<file path="src/rtl/uart_rx_core.sv">
// uart_rx_core -- 8N1 UART receiver with 16x oversampling.
//
// Parameters
//   CLK_FREQ     clk_i frequency in Hz
//   BAUD_RATE    serial bit rate in bit/s
//
// Ports
//   clk_i         single clock, all logic on its rising edge
//   rst_i         asynchronous active-low reset
//   rx_i          asynchronous serial line, idle high
//   data_o        last correctly framed byte, held between frames
//   data_valid_o  one-clock pulse when data_o is updated
//   frame_err_o   one-clock pulse when the stop bit samples low
//   busy_o        high whenever a frame is being received
module uart_rx_core #(
  parameter int CLK_FREQ  = 10_000_000,
  parameter int BAUD_RATE = 9600
) (
  input  logic       clk_i,
  input  logic       rst_i,
  input  logic       rx_i,
  output logic [7:0] data_o,
  output logic       data_valid_o,
  output logic       frame_err_o,
  output logic       busy_o
);

  // Clocks per 1/16 bit, rounded to nearest, never below 1.
  function automatic int calc_div(input longint f, input longint b);
    longint d;
    d = (f + 8 * b) / (16 * b);
    if (d < 1) d = 1;
    return int'(d);
  endfunction

  localparam int DIV = calc_div(longint'(CLK_FREQ), longint'(BAUD_RATE));
  localparam int DIV_W = (DIV > 1) ? $clog2(DIV) : 1;
  localparam logic [DIV_W-1:0] DIV_LAST = DIV_W'(DIV - 1);

  typedef enum logic [1:0] {IDLE, START, DATA, STOP} state_t;

  state_t           state;
  logic             rx_p0;
  logic             rx_p1;
  logic             rx_p2;
  logic [DIV_W-1:0] div_cnt;
  logic [3:0]       tick_cnt;
  logic [2:0]       bit_idx;
  logic [7:0]       shreg;
  logic             tick;

  assign tick   = (div_cnt == DIV_LAST);
  assign busy_o = (state != IDLE);

  always_ff @(posedge clk_i or negedge rst_i) begin
    if (!rst_i) begin
      state        <= IDLE;
      rx_p0        <= 1'b1;
      rx_p1        <= 1'b1;
      rx_p2        <= 1'b1;
      div_cnt      <= '0;
      tick_cnt     <= '0;
      bit_idx      <= '0;
      shreg        <= '0;
      data_o       <= '0;
      data_valid_o <= 1'b0;
      frame_err_o  <= 1'b0;
    end else begin
      // Stage p0/p1: two-flop synchronizer; p2: previous synchronized sample
      rx_p0 <= rx_i;
      rx_p1 <= rx_p0;
      rx_p2 <= rx_p1;

      data_valid_o <= 1'b0;
      frame_err_o  <= 1'b0;

      // Held at zero while idle so every frame starts with a fresh phase.
      if (state == IDLE || tick) div_cnt <= '0;
      else                       div_cnt <= div_cnt + DIV_W'(1);

      case (state)
        IDLE: begin
          // Falling edge only: a line stuck low never starts a frame.
          if (rx_p2 && !rx_p1) begin
            state    <= START;
            tick_cnt <= '0;
          end
        end
        START: begin
          if (tick) begin
            if (tick_cnt == 4'd7) begin
              tick_cnt <= '0;
              bit_idx  <= '0;
              state    <= rx_p1 ? IDLE : DATA;
            end else begin
              tick_cnt <= tick_cnt + 4'd1;
            end
          end
        end
        DATA: begin
          if (tick) begin
            tick_cnt <= tick_cnt + 4'd1;
            if (tick_cnt == 4'd15) begin
              shreg <= {rx_p1, shreg[7:1]};
              if (bit_idx == 3'd7) begin
                bit_idx <= '0;
                state   <= STOP;
              end else begin
                bit_idx <= bit_idx + 3'd1;
              end
            end
          end
        end
        STOP: begin
          if (tick) begin
            tick_cnt <= tick_cnt + 4'd1;
            // Leaving at mid stop bit leaves half a bit to catch the next start edge.
            if (tick_cnt == 4'd15) begin
              state <= IDLE;
              if (rx_p1) begin
                data_o       <= shreg;
                data_valid_o <= 1'b1;
              end else begin
                frame_err_o  <= 1'b1;
              end
            end
          end
        end
        default: state <= IDLE;
      endcase
    end
  end

endmodule

</file>
<file path="config.mk">
export PLATFORM = sky130hd
export DESIGN_NAME = uart_rx_core
export DESIGN_NICKNAME = d
export VERILOG_FILES = /design/src/rtl/uart_rx_core.sv
export SDC_FILE = /design/constraint.sdc
export NUM_CORES = 1
export LEC_CHECK = 0
export BUFFER_PORTS_ARGS = -buffer_cell sky130_fd_sc_hd__buf_2
export CAP_MARGIN = 10
export CELL_PAD_IN_SITES_DETAIL_PLACEMENT = 0
export CELL_PAD_IN_SITES_GLOBAL_PLACEMENT = 1
export CORE_MARGIN = 5
export CORE_UTILIZATION = 45
export CTS_CLUSTER_SIZE = 16
export DETAILED_ROUTE_END_ITERATION = 10
export GPL_ROUTABILITY_DRIVEN = 1
export PLACE_DENSITY = 0.75
export SLEW_MARGIN = 15
export SYNTH_ARGS = -nofsm -noshare
export SYNTH_HDL_FRONTEND = slang
export SYNTH_SLANG_ARGS = --single-unit
export TNS_END_PERCENT = 10
</file>
<file path="constraint.sdc">
create_clock -name clk_i -period 3.55 [get_ports clk_i]
set_input_delay 0.355 -clock clk_i [delete_from_list [all_inputs] [get_ports clk_i]]
set_output_delay 0.355 -clock clk_i [all_outputs]
set_load 0.01 [all_outputs]
</file>
==> results of run 1 <==
## routing by layer
metal  vias up  GRT usage (%)  part of all wire [%]
li1        507              -                     -
met1       509           16.9                    48
met2        19           18.8                    47
met3         5           3.17                   3.7
met4         0           6.38                   1.6
met5         -              0                     0
## layout by cell type, fill, tap and decap left out, types with 3 or more instances in the layout
cell	n
dfrtp_1	34
mux2_2	16
nor2_1	14
buf_2	13
nand2_1	8
inv_1	6
nand3_1	6
ha_1	5
clkbuf_4	5
xnor2_1	4
dfstp_2	3
## worst register-to-register path, delay by kind of cell, from the launching register on
family        cells  cell delay, ns
flops             1            0.43
mux               1            0.40
simple gates      3            1.40
## worst max path at each step
stage | startpoint | endpoint
after detailed placement | div_cnt[3] | data_o[6]
after CTS | div_cnt[3] | data_o[6]
after global routing | div_cnt[3] | data_o[1]
after global placement | div_cnt[3] | data_o[3]
final | div_cnt[3] | data_o[6]
after floorplan | div_cnt[3] | data_o[0]
## power groups by stage
stage | clock network [µW] | logic (µW) | registers (µW)
after floorplan | 0 | 105 | 517
after global placement | 0 | 124 | 523
after detailed placement | 0 | 131 | 526
after CTS | 249 | 133 | 517
after global routing | 271 | 151 | 528
final | 240 | 130 | 518
## cells by family (layout without fill, tap and decap cells)
kind of cell    count (synthesis)  count (layout)  synth area share [%]
xor+xnor                        6               6                  3.21
compound gates                 14              14                  6.35
buf+inv                        10              27                  2.37
mux                            18              18                  12.2
simple gates                   46              46                  15.2
fa+ha+maj                       5               5                  3.82
flops                          37              37                  56.8
## metrics by stage
step / utilization (%) / cells
6_report: 50.6 / 201
5_1_grt: 50.6 / 201
4_1_cts: 50.6 / 201
3_5_place_dp: 48.8 / 193
3_3_place_gp: 48.8 / 193
2_1_floorplan: - / 136
## state kept, by name, indices dropped and copies added, names as in the netlist, named ones only
name	cells
state	1
tick_cnt	4
bit_idx	3
div_cnt	7
data_valid_o	1
frame_err_o	1
rx_p1	1
rx_p0	1
rx_p2	1
shreg	8
data_o	8
## synth_stat cells (3+ instances only)
| master | n | area share (%) |
|---|---|---|
| dfstp_2 | 3 | 4.8 |
| xnor2_1 | 4 | 2.1 |
| nand2_1 | 8 | 1.8 |
| mux2_2 | 16 | 11 |
| dfrtp_1 | 34 | 52 |
| nand3_1 | 6 | 1.8 |
| nor2_1 | 14 | 3.2 |
| clkbuf_1 | 3 | 0.69 |
| ha_1 | 5 | 3.8 |
| inv_1 | 6 | 1.4 |
## layout make-up
type | count | area [µm²]
clock buffers | 6 | 51.3
clock inverters | 2 | 13.8
fillers | 338 | 1770
inverters | 6 | 22.5
multi-input cells | 89 | 668
flip-flops and latches | 37 | 930
well taps | 48 | 60.1
repair buffers | 13 | 65.1
==> summary.txt, run 1 <==
status: finished clean
antenna viol nets, final: 0
Area growth syn-to-layout: 10.6%
Inserted Clock Buffers: 5
Mapped Cells: 136
Finished Cell Area: 1810 µm²
CTS sink cnt: 37
routability cong.: 0.727
RSZ-0062 raised after global routing: false
Critical Path AT: 2.56 ns
Clock power frac: 27.0%
worst slew pin tran: 0.812 ns
worst path required time: 3.79 ns
WP depth: 4
Die H: 70.3 µm
setup TNS: 0 ns
WL final: 2740 µm
flop-to-flop setup slack: 1.23 ns
crit path max fanout: 9
Post-synth EDFFs: 0
setup bufs post-CTS: 0
Psw: 258 µW
period utilization: 65.3%
Nets: 160
Ports: 14
Most used DFF post-synth: dfrtp_1
HP Class: input port to asynchronous set/reset pin
clk_skew: 0.00799 ns
worst reg2reg path depth: 4
CP endpoint kind: flip-flop
DR vias/cell: 5.17
Peak VDD IR: 0.000320 V
via count: 1040
post-placement cell area: 1750 µm²
initial antenna violation count: 0
FF+latch count, synth: 37
initial drt markers: 59
setup ws final: 1.23 ns
Yosys warning count: 0
crit path kind: flip-flop to flip-flop
largest net degree at the start of global routing: 38
Slew headroom: 45.9%
Final setup viols: 0
Reg clk slew, reported paths: 0.12 ns
syn nets: 144
clock latency at the later pin of the worst-skew pair: 0.34 ns
1st-pass router iterations: 4
switch share: 29.0%
pwr dens: 490 nW/µm²
Buf+Inv Stages, Crit Path: 0
Hold-fix buffers, CTS: 0
initial core utilization: 45.7%
vias in the first global route: 1075
P_int: 630 µW
CTS tree: done
row count: 22
die area: 4940 µm²
# port buffers: 13
# Max-Cap Violations: 0
overflow left after global routing: 0
Clock Tree Root: clkbuf_4
area of the core: 3580 µm²
Max Clock Freq: 0.431 GHz
Max H-tree Level: 2
layout cell share with drive strength beyond 1: 30.1%
Clock Path Buffers: 2
post-CTS sizing: 0
All-Layer GR Usage: 12.6%
syn_area_per_cell: 12.0 µm²
post-route total power: 888 µW
logic gate share of total power: 14.6%
register area share after synthesis: 56.8%
Die W: 70.3 µm
Critical Path Max Stage Delay: 0.65 ns
worst-path cell chain: or4_1 > or2_4 > nor3_4 > mux2_2
async set or reset register ratio after synthesis: 100%
LEAKAGE: 0.000928 µW
Final Hold Fails: 0
CP Launch Type: flip-flop
mean routed wirelength per cell: 13.6 µm
DR DRC count: 0
register share of total power: 58.4%
worst slack at placement: 1.21 ns
Final Max Slew Viols: 0
delay-heaviest family, CP: simple AND/OR/NAND/NOR gates
first-pass GRT wire length: 4910 µm
post-synth cell types: 34
antenna fix cells: 0
reg2reg start: div_cnt[3]
slowest CP cell: or4_1
DP HPWL: 1920 µm
min Tclk post-route: 2.32 ns
reg-to-reg endpoint: data_o[6]
Cell Area, Synth: 1640 µm²
hold_ws: 0.0927 ns
Note: power is estimated with default switching activity, not from simulation.
==> inputs of run 2 (changes only) <==
--- a/config.mk
+++ b/config.mk
@@ -5,6 +5,7 @@
 export SDC_FILE = /design/constraint.sdc
 export NUM_CORES = 1
 export LEC_CHECK = 0
+export ABC_AREA = 1
 export BUFFER_PORTS_ARGS = -buffer_cell sky130_fd_sc_hd__buf_2
 export CAP_MARGIN = 10
 export CELL_PAD_IN_SITES_DETAIL_PLACEMENT = 0
@@ -14,7 +15,7 @@
 export CTS_CLUSTER_SIZE = 16
 export DETAILED_ROUTE_END_ITERATION = 10
 export GPL_ROUTABILITY_DRIVEN = 1
-export PLACE_DENSITY = 0.75
+export PLACE_DENSITY = 0.77
 export SLEW_MARGIN = 15
 export SYNTH_ARGS = -nofsm -noshare
 export SYNTH_HDL_FRONTEND = slang
==> constraint.sdc (replaced) <==
create_clock -name clk_i -period 2.15 [get_ports clk_i]
set_input_delay 0.215 -clock clk_i [delete_from_list [all_inputs] [get_ports clk_i]]
set_output_delay 0.215 -clock clk_i [all_outputs]
set_load 0.01 [all_outputs]
==> run 2 against run 1 <==
  * Critical path depth up 4
  * Final cell count up 24%
  * Flip-flop and latch count unchanged
  * Die area up 4.7%
  * Area after synthesis up 5.5%
  * Non-clock buffer count unchanged
  * Wire length down 2.3%
  * First-iteration DRC count down 1.7%
  * Critical endpoint is now shreg[2]
  * Largest power group unchanged
  * Highest routed layer unchanged
==> summary.txt, run 2 <==
hold_ws: 0.0158 ns (-0.0769 ns)
footprint of the multi-input gates: 666 µm² (-0.37%)
clk_skew: 0.00304 ns (-0.00495 ns)
layout cell share with drive strength beyond 1: 23.4% (-6.7 points)
top cell types by occurrence after synthesis: 46 x nand2_1, 34 x dfrtp_1, 24 x inv_1
die area: 5180 µm² (+4.7%)
initial drt markers: 58 (-1.7%)
Reg clk slew, reported paths: 0.07 ns (-0.05 ns)
setup bufs post-CTS: 0 (unchanged)
Cell Area, Synth: 1730 µm² (+5.5%)
initial core utilization: 46.8% (+1.1 points)
Mapped Cells: 183 (+35%)
async set or reset register ratio after synthesis: 100% (unchanged)
switch share: 31.2% (+2.1 points)
Die H: 71.9 µm (+2.3%)
HP Class: input port to asynchronous set/reset pin
register area share after synthesis: 53.8% (-3.0 points)
post-synth top area share: 49.3% (-2.7 points)
Final Hold Fails: 0 (unchanged)
Final setup viols: 0 (unchanged)
Slew headroom: 47.0% (+1.1 points)
routability cong.: 0.756 (+3.9%)
mean routed wirelength per cell: 10.7 µm (-21%)
Nets: 208 (+30%)
first-pass GRT wire length: 4860 µm (-1.1%)
Final Util: 52.4% (+1.8 points)
# Max-Cap Violations: 0 (unchanged)
via count: 1203 (+16%)
setup TNS: 0 ns (unchanged)
min Tclk post-route: 1.69 ns (-0.630 ns)
period utilization: 78.6% (+13 points)
commonest non-fill, non-tap cell in the layout: nand2_1
FF+latch count, synth: 37 (unchanged)
Placed Cells: 241 (+25%)
post-placement cell area: 1820 µm² (+4.2%)
Most used DFF post-synth: dfrtp_1
# port buffers: 13 (unchanged)
1st-pass router iterations: 4 (unchanged)
Inserted Clock Buffers: 5 (unchanged)
syn_area_per_cell: 9.44 µm² (-22%)
register share of total power: 45.1% (-13 points)
overflow left after global routing: 0 (unchanged)
All-Layer GR Usage: 12.0% (-0.58 points)
status: finished clean
Non-Filler Instances: 249 (+24%)
Clock Tree Root: clkbuf_8
Finished Cell Area: 1930 µm² (+6.8%)
initial antenna violation count: 0 (unchanged)
Clock Path Buffers: 2 (unchanged)
Psw: 576 µW (+120%)
biggest regs: data_o x8, shreg x8, div_cnt x7
reg-to-reg endpoint: shreg[2]
syn nets: 191 (+33%)
CTS sink cnt: 37 (unchanged)
Ports: 14 (unchanged)
count leader, synth: nand2_1
Critical Path AT: 1.84 ns (-0.72 ns)
crit path max fanout: 16 (+7)
vias in the first global route: 1153 (+7.3%)
antenna viol nets, final: 0 (unchanged)
P_int: 1270 µW (+100%)
Yosys warning count: 0 (unchanged)
logic gate share of total power: 22.1% (+7.5 points)
crit path kind: flip-flop to flip-flop
CP Launch Type: flip-flop
Clock power frac: 32.8% (+5.8 points)
worst slew pin tran: 0.796 ns (-0.0164 ns)
commonest cells after routing, fill and taps aside: 46 x nand2_1, 34 x dfrtp_1, 24 x inv_1, 15 x o21ai_2, 14 x nor2_1
Synth area leaders: dfrtp_1 49%, nand2_1 10%, o21ai_2 7.6%
largest net degree at the start of global routing: 38 (unchanged)
register area: 930 µm² (unchanged)
DR DRC count: 0 (unchanged)
post-synth cell types: 25 (-26%)
antenna fix cells: 0 (unchanged)
row count: 22 (unchanged)
Max Clock Freq: 0.592 GHz (+37%)
Final Max Slew Viols: 0 (unchanged)
LEAKAGE: 0.000986 µW (+6.3%)
Peak VDD IR: 0.000591 V (+85%)
CP endpoint kind: flip-flop
Post-synth EDFFs: 0 (unchanged)
RSZ-0062 raised after global routing: false
clock latency at the later pin of the worst-skew pair: 0.28 ns (-0.06 ns)
WL final: 2670 µm (-2.3%)
area of the core: 3690 µm² (+3.1%)
worst reg2reg path depth: 8 (+4)
reg2reg start: div_cnt[0]
pwr dens: 955 nW/µm² (+95%)
CTS tree: done
Die W: 71.9 µm (+2.3%)
worst path required time: 2.30 ns (-1.49 ns)
DR vias/cell: 4.83 (-6.6%)
Hold-fix buffers, CTS: 0 (unchanged)
flop-to-flop setup slack: 0.46 ns (-0.77 ns)
Max H-tree Level: 2 (unchanged)
Area growth syn-to-layout: 12.0%
post-synth top area cell: dfrtp_1
post-CTS sizing: 0 (unchanged)
DP HPWL: 1960 µm (+1.8%)
# fillers: 347 (+2.7%)
==> run 2: changes by cell type after synthesis, moves of 3 or more <==
| cell | delta |
|---|---|
| nand2_1 | +38 |
| inv_1 | +18 |
| nand3_2 | +3 |
| xnor2_1 | -4 |
| clkbuf_1 | -3 |
| buf_6 | +3 |
| mux2_2 | -16 |
| o21ai_2 | +15 |
==> run 2: kinds of logic (layout without fill, tap and decap cells) <==
group / count (synthesis) / in the layout / share of synthesized area, %
adder cells (fa/ha/maj): 5 / 5 / 3.62
buffers and inverters: 29 / 47 / 7.61
XOR/XNOR: 1 / 1 / 0.507
flip-flops: 37 / 37 / 53.8
AO/OA/AOI/OAI: 26 / 26 / 11.4
AND/OR/NAND/NOR: 85 / 85 / 23.0
==> run 2: power groups by stage <==
stage               clock, µW  sequential (µW)  combinational, µW
CTS                       631              833                414
floorplan                   0              833                319
global route              667              843                471
global placement            0              843                402
detailed placement          0              846                412
finish                    606              834                408
==> run 2: worst max-delay path by stage <==
stage / from / endpoint / slack [ns] / cells after the start
after floorplan: div_cnt[0] / shreg[6] / 0.64 / 10
after global placement: div_cnt[0] / shreg[2] / 0.51 / 8
after detailed placement: div_cnt[0] / shreg[2] / 0.47 / 8
after CTS: div_cnt[0] / shreg[2] / 0.45 / 8
after global routing: tick_cnt[0] / shreg[7] / 0.27 / 7
final: div_cnt[0] / shreg[2] / 0.46 / 8
==> run 2: routing by layer <==
layer  GRT usage [%]  up-vias  share of wire, %
li1                -      612                 -
met4            5.64        0               1.2
met2            18.6       26                45
met3            3.88        4               5.3
met5               0        -                 0
met1            15.4      561                48
==> run 2: worst max-delay path, cell delays in order, from the launching register on <==
cell and delay (ns):
dfrtp_1 0.41, inv_1 0.07, ha_1 0.13, nand2_1 0.04, inv_1 0.06, nand3_2 0.12
or2_1 0.49, nand2_1 0.17, o21ai_2 0.06
==> run 2: final cells by class <==
type / count / area share (%)
Timing Repair Buffer: 13 / 3.36
Clock buffer: 7 / 4.46
Multi-Input combinational cell: 117 / 34.4
Tap cell: 48 / 3.10
Inverter: 26 / 5.05
Clock inverter: 1 / 1.55
Sequential cell: 37 / 48.1
==> run 2: per-stage QoR <==
| step | setup slack, ns | power [µW] |
|---|---|---|
| final | 0.461 | 1850 |
| after global routing | 0.267 | 1980 |
| after CTS | 0.451 | 1880 |
| after detailed placement | 0.466 | 1260 |
| after global placement | 0.509 | 1240 |
| after floorplan | 0.641 | 1150 |
==> inputs of run 3 (changes only) <==
--- a/config.mk
+++ b/config.mk
@@ -11,11 +11,11 @@
 export CELL_PAD_IN_SITES_DETAIL_PLACEMENT = 0
 export CELL_PAD_IN_SITES_GLOBAL_PLACEMENT = 1
 export CORE_MARGIN = 5
-export CORE_UTILIZATION = 45
+export CORE_UTILIZATION = 41
 export CTS_CLUSTER_SIZE = 16
 export DETAILED_ROUTE_END_ITERATION = 10
 export GPL_ROUTABILITY_DRIVEN = 1
-export PLACE_DENSITY = 0.77
+export PLACE_DENSITY = 0.74
 export SLEW_MARGIN = 15
 export SYNTH_ARGS = -nofsm -noshare
 export SYNTH_HDL_FRONTEND = slang
==> constraint.sdc (replaced) <==
create_clock -name clk_i -period 1.5 [get_ports clk_i]
set_input_delay 0.15 -clock clk_i [delete_from_list [all_inputs] [get_ports clk_i]]
set_output_delay 0.15 -clock clk_i [all_outputs]
set_load 0.01 [all_outputs]
==> run 3 against run 2 <==
  * Sequential share of layout area fell by 4.1 points
  * Sequential power rose by 44%
  * Critical path depth fell by 1
  * Register-to-register slack got worse by 0.39 ns
  * First-iteration DRC count fell by 5.2%
  * Non-clock buffer count rose by 9
  * Flip-flop and latch count did not move
  * Hold slack improved by 0.34 ns
  * Critical path type unchanged
  * Highest routed layer unchanged
==> summary.txt, run 3 (synthesis results as in run 2) <==
CTS sink cnt: 37 (unchanged)
Clock Path Buffers: 2 (unchanged)
routability cong.: 0.774 (+2.5%)
Non-Filler Instances: 261 (+4.8%)
first-pass GRT wire length: 5360 µm (+10%)
HP Class: flip-flop to flip-flop
post-route total power: 2800 µW (+52%)
Reg clk slew, reported paths: 0.08 ns (about the same)
Peak VDD IR: 0.000601 V (+1.6%)
worst setup path start: tick_cnt[1]
Inserted Clock Buffers: 5 (unchanged)
initial core utilization: 42.9% (-4.0 points)
biggest regs: data_o x8, shreg x8, div_cnt x7
CP endpoint kind: flip-flop
Final Max Slew Viols: 0 (unchanged)
Die W: 74.9 µm (+4.1%)
period utilization: 95.3% (+17 points)
Worst Setup EP: data_o[7]
Placed Cells: 249 (+3.3%)
Max H-tree Level: 2 (unchanged)
mean routed wirelength per cell: 12.0 µm (+12%)
flop-to-flop setup slack: 0.07 ns (-0.39 ns)
reg-to-reg endpoint: data_o[7]
DR DRC count: 0 (unchanged)
Max Clock Freq: 0.700 GHz (+18%)
antenna fix cells: 0 (unchanged)
WL final: 3140 µm (+17%)
CP Launch Type: flip-flop
commonest cells after routing, fill and taps aside: 39 x nand2_1, 34 x dfrtp_1, 19 x inv_1, 15 x o21ai_2, 13 x buf_2
clk_skew: 0.0107 ns (+0.00766 ns)
post-placement cell area: 1890 µm² (+4.0%)
Clock Tree Root: clkbuf_8
delay-heaviest family, CP: simple AND/OR/NAND/NOR gates
min Tclk post-route: 1.43 ns (-0.260 ns)
crit path kind: flip-flop to flip-flop
layout cell share with drive strength beyond 1: 35.1% (+12 points)
DR vias/cell: 4.86 (+0.64%)
DP HPWL: 2200 µm (+12%)
Buf+Inv Stages, Crit Path: 1 (-1)
slowest CP cell: dfrtp_1
worst path required time: 1.68 ns (-0.62 ns)
LEAKAGE: 0.00104 µW (+5.3%)
commonest non-fill, non-tap cell in the layout: nand2_1
worst-path cell chain: ha_4 > nand3_4 > nor3_4 > nand3_2 > buf_12 > nand2_1 > o21ai_2
area of the core: 4030 µm² (+9.2%)
Area growth syn-to-layout: 22.4%
initial drt markers: 55 (-5.2%)
Final Hold Fails: 0 (unchanged)
pwr dens: 1330 nW/µm² (+39%)
row count: 23 (+4.5%)
die area: 5610 µm² (+8.4%)
Critical Path Max Stage Delay: 0.40 ns (-0.09 ns)
All-Layer GR Usage: 12.6% (+0.61 points)
worst reg2reg path depth: 7 (-1)
CTS tree: done
worst slew pin tran: 0.469 ns (-0.327 ns)
Finished Cell Area: 2110 µm² (+9.2%)
# Max-Cap Violations: 0 (unchanged)
Critical Path AT: 1.60 ns (-0.24 ns)
1st-pass router iterations: 4 (unchanged)
crit path max fanout: 16 (unchanged)
WP depth: 7 (-1)
# port buffers: 13 (unchanged)
Die H: 74.9 µm (+4.1%)
Final setup viols: 0 (unchanged)
Ports: 14 (unchanged)
clock latency at the later pin of the worst-skew pair: 0.29 ns (about the same)
via count: 1269 (+5.5%)
reg2reg start: tick_cnt[1]
status: finished clean
RSZ-0062 raised after global routing: true
Nets: 218 (+4.8%)
vias in the first global route: 1289 (+12%)
overflow left after global routing: 0 (unchanged)
largest net degree at the start of global routing: 38 (unchanged)
initial antenna violation count: 0 (unchanged)
Slew headroom: 68.7% (+22 points)
antenna viol nets, final: 0 (unchanged)
==> run 3: cell count changes in the layout (fill, tap and decap cells not counted), moves of 2 or more <==
cell	change
nand3_4	+2
or2_4	+2
nor2_1	-3
o21ai_0	-2
nor2_2	+2
inv_2	+5
buf_4	+6
nand2_1	-7
dlygate4sd3_1	+2
o21ai_1	+2
inv_1	-5
nand2_2	+7
==> run 3: area by class of cell <==
class	count	area, µm²
sequential	37	930
clock inverter	1	30.0
fill	385	1920
multi-input combinational	118	757
inverter	26	97.6
clock buffer	7	86.3
tap	50	62.6
timing repair buffer	22	150
==> run 3: worst register-to-register path, cell delays in order, from the launching register on <==
cell	delay, ns
dfrtp_1	0.40
ha_4	0.18
nand3_4	0.09
nor3_4	0.23
nand3_2	0.12
buf_12	0.17
nand2_1	0.08
o21ai_2	0.05
==> run 3: how the worst min path moves through the flow <==
stage	startpoint	to	slack [ns]	depth (start not counted)
6_report	rx_p0	rx_p1	0.36	0
5_1_grt	rx_p0	rx_p1	0.36	0
4_1_cts	rx_p0	rx_p1	0.36	0
2_1_floorplan	rst_i	asynchronous set/reset pin	-0.15	0
3_5_place_dp	rst_i	tick_cnt[2]	0.23	2
3_3_place_gp	rst_i	tick_cnt[2]	0.22	2
==> run 3: metrics by stage <==
step,util [%],setup slack [ns],setup TNS (ns),hold WS (ns)
after global placement,46.9,0.0169,0,0.217
after global routing,52.5,-0.0266,-0.176,0.364
final,52.5,0.0710,0,0.357
after floorplan,-,0.00858,0,-0.146
after CTS,50.3,-0.0230,-0.0768,0.359
after detailed placement,46.9,-0.0250,-0.0487,0.226
==> run 3: where the power goes <==
group	switching, µW	internal, µW
logic	445	270
clock network	343	542
registers	107	1090
==> run 3: routing by layer <==
layer,vias to the layer above,part of all wire (%),GRT usage [%]
li1,636,-,-
met1,612,43,14.4
met2,16,51,22.1
met3,5,4.1,4.01
met4,0,1.7,4.74
met5,-,0,0
==> run 3: what timing repair did <==
action                                  CTS  global route
cloned                                    0             1
hold endpoints to repair                 35             0
pin swaps                                 0             6
hold buffers                              2             0
resized for setup                         0            28
endpoints found under the setup margin    8            26
setup buffers                             0             2
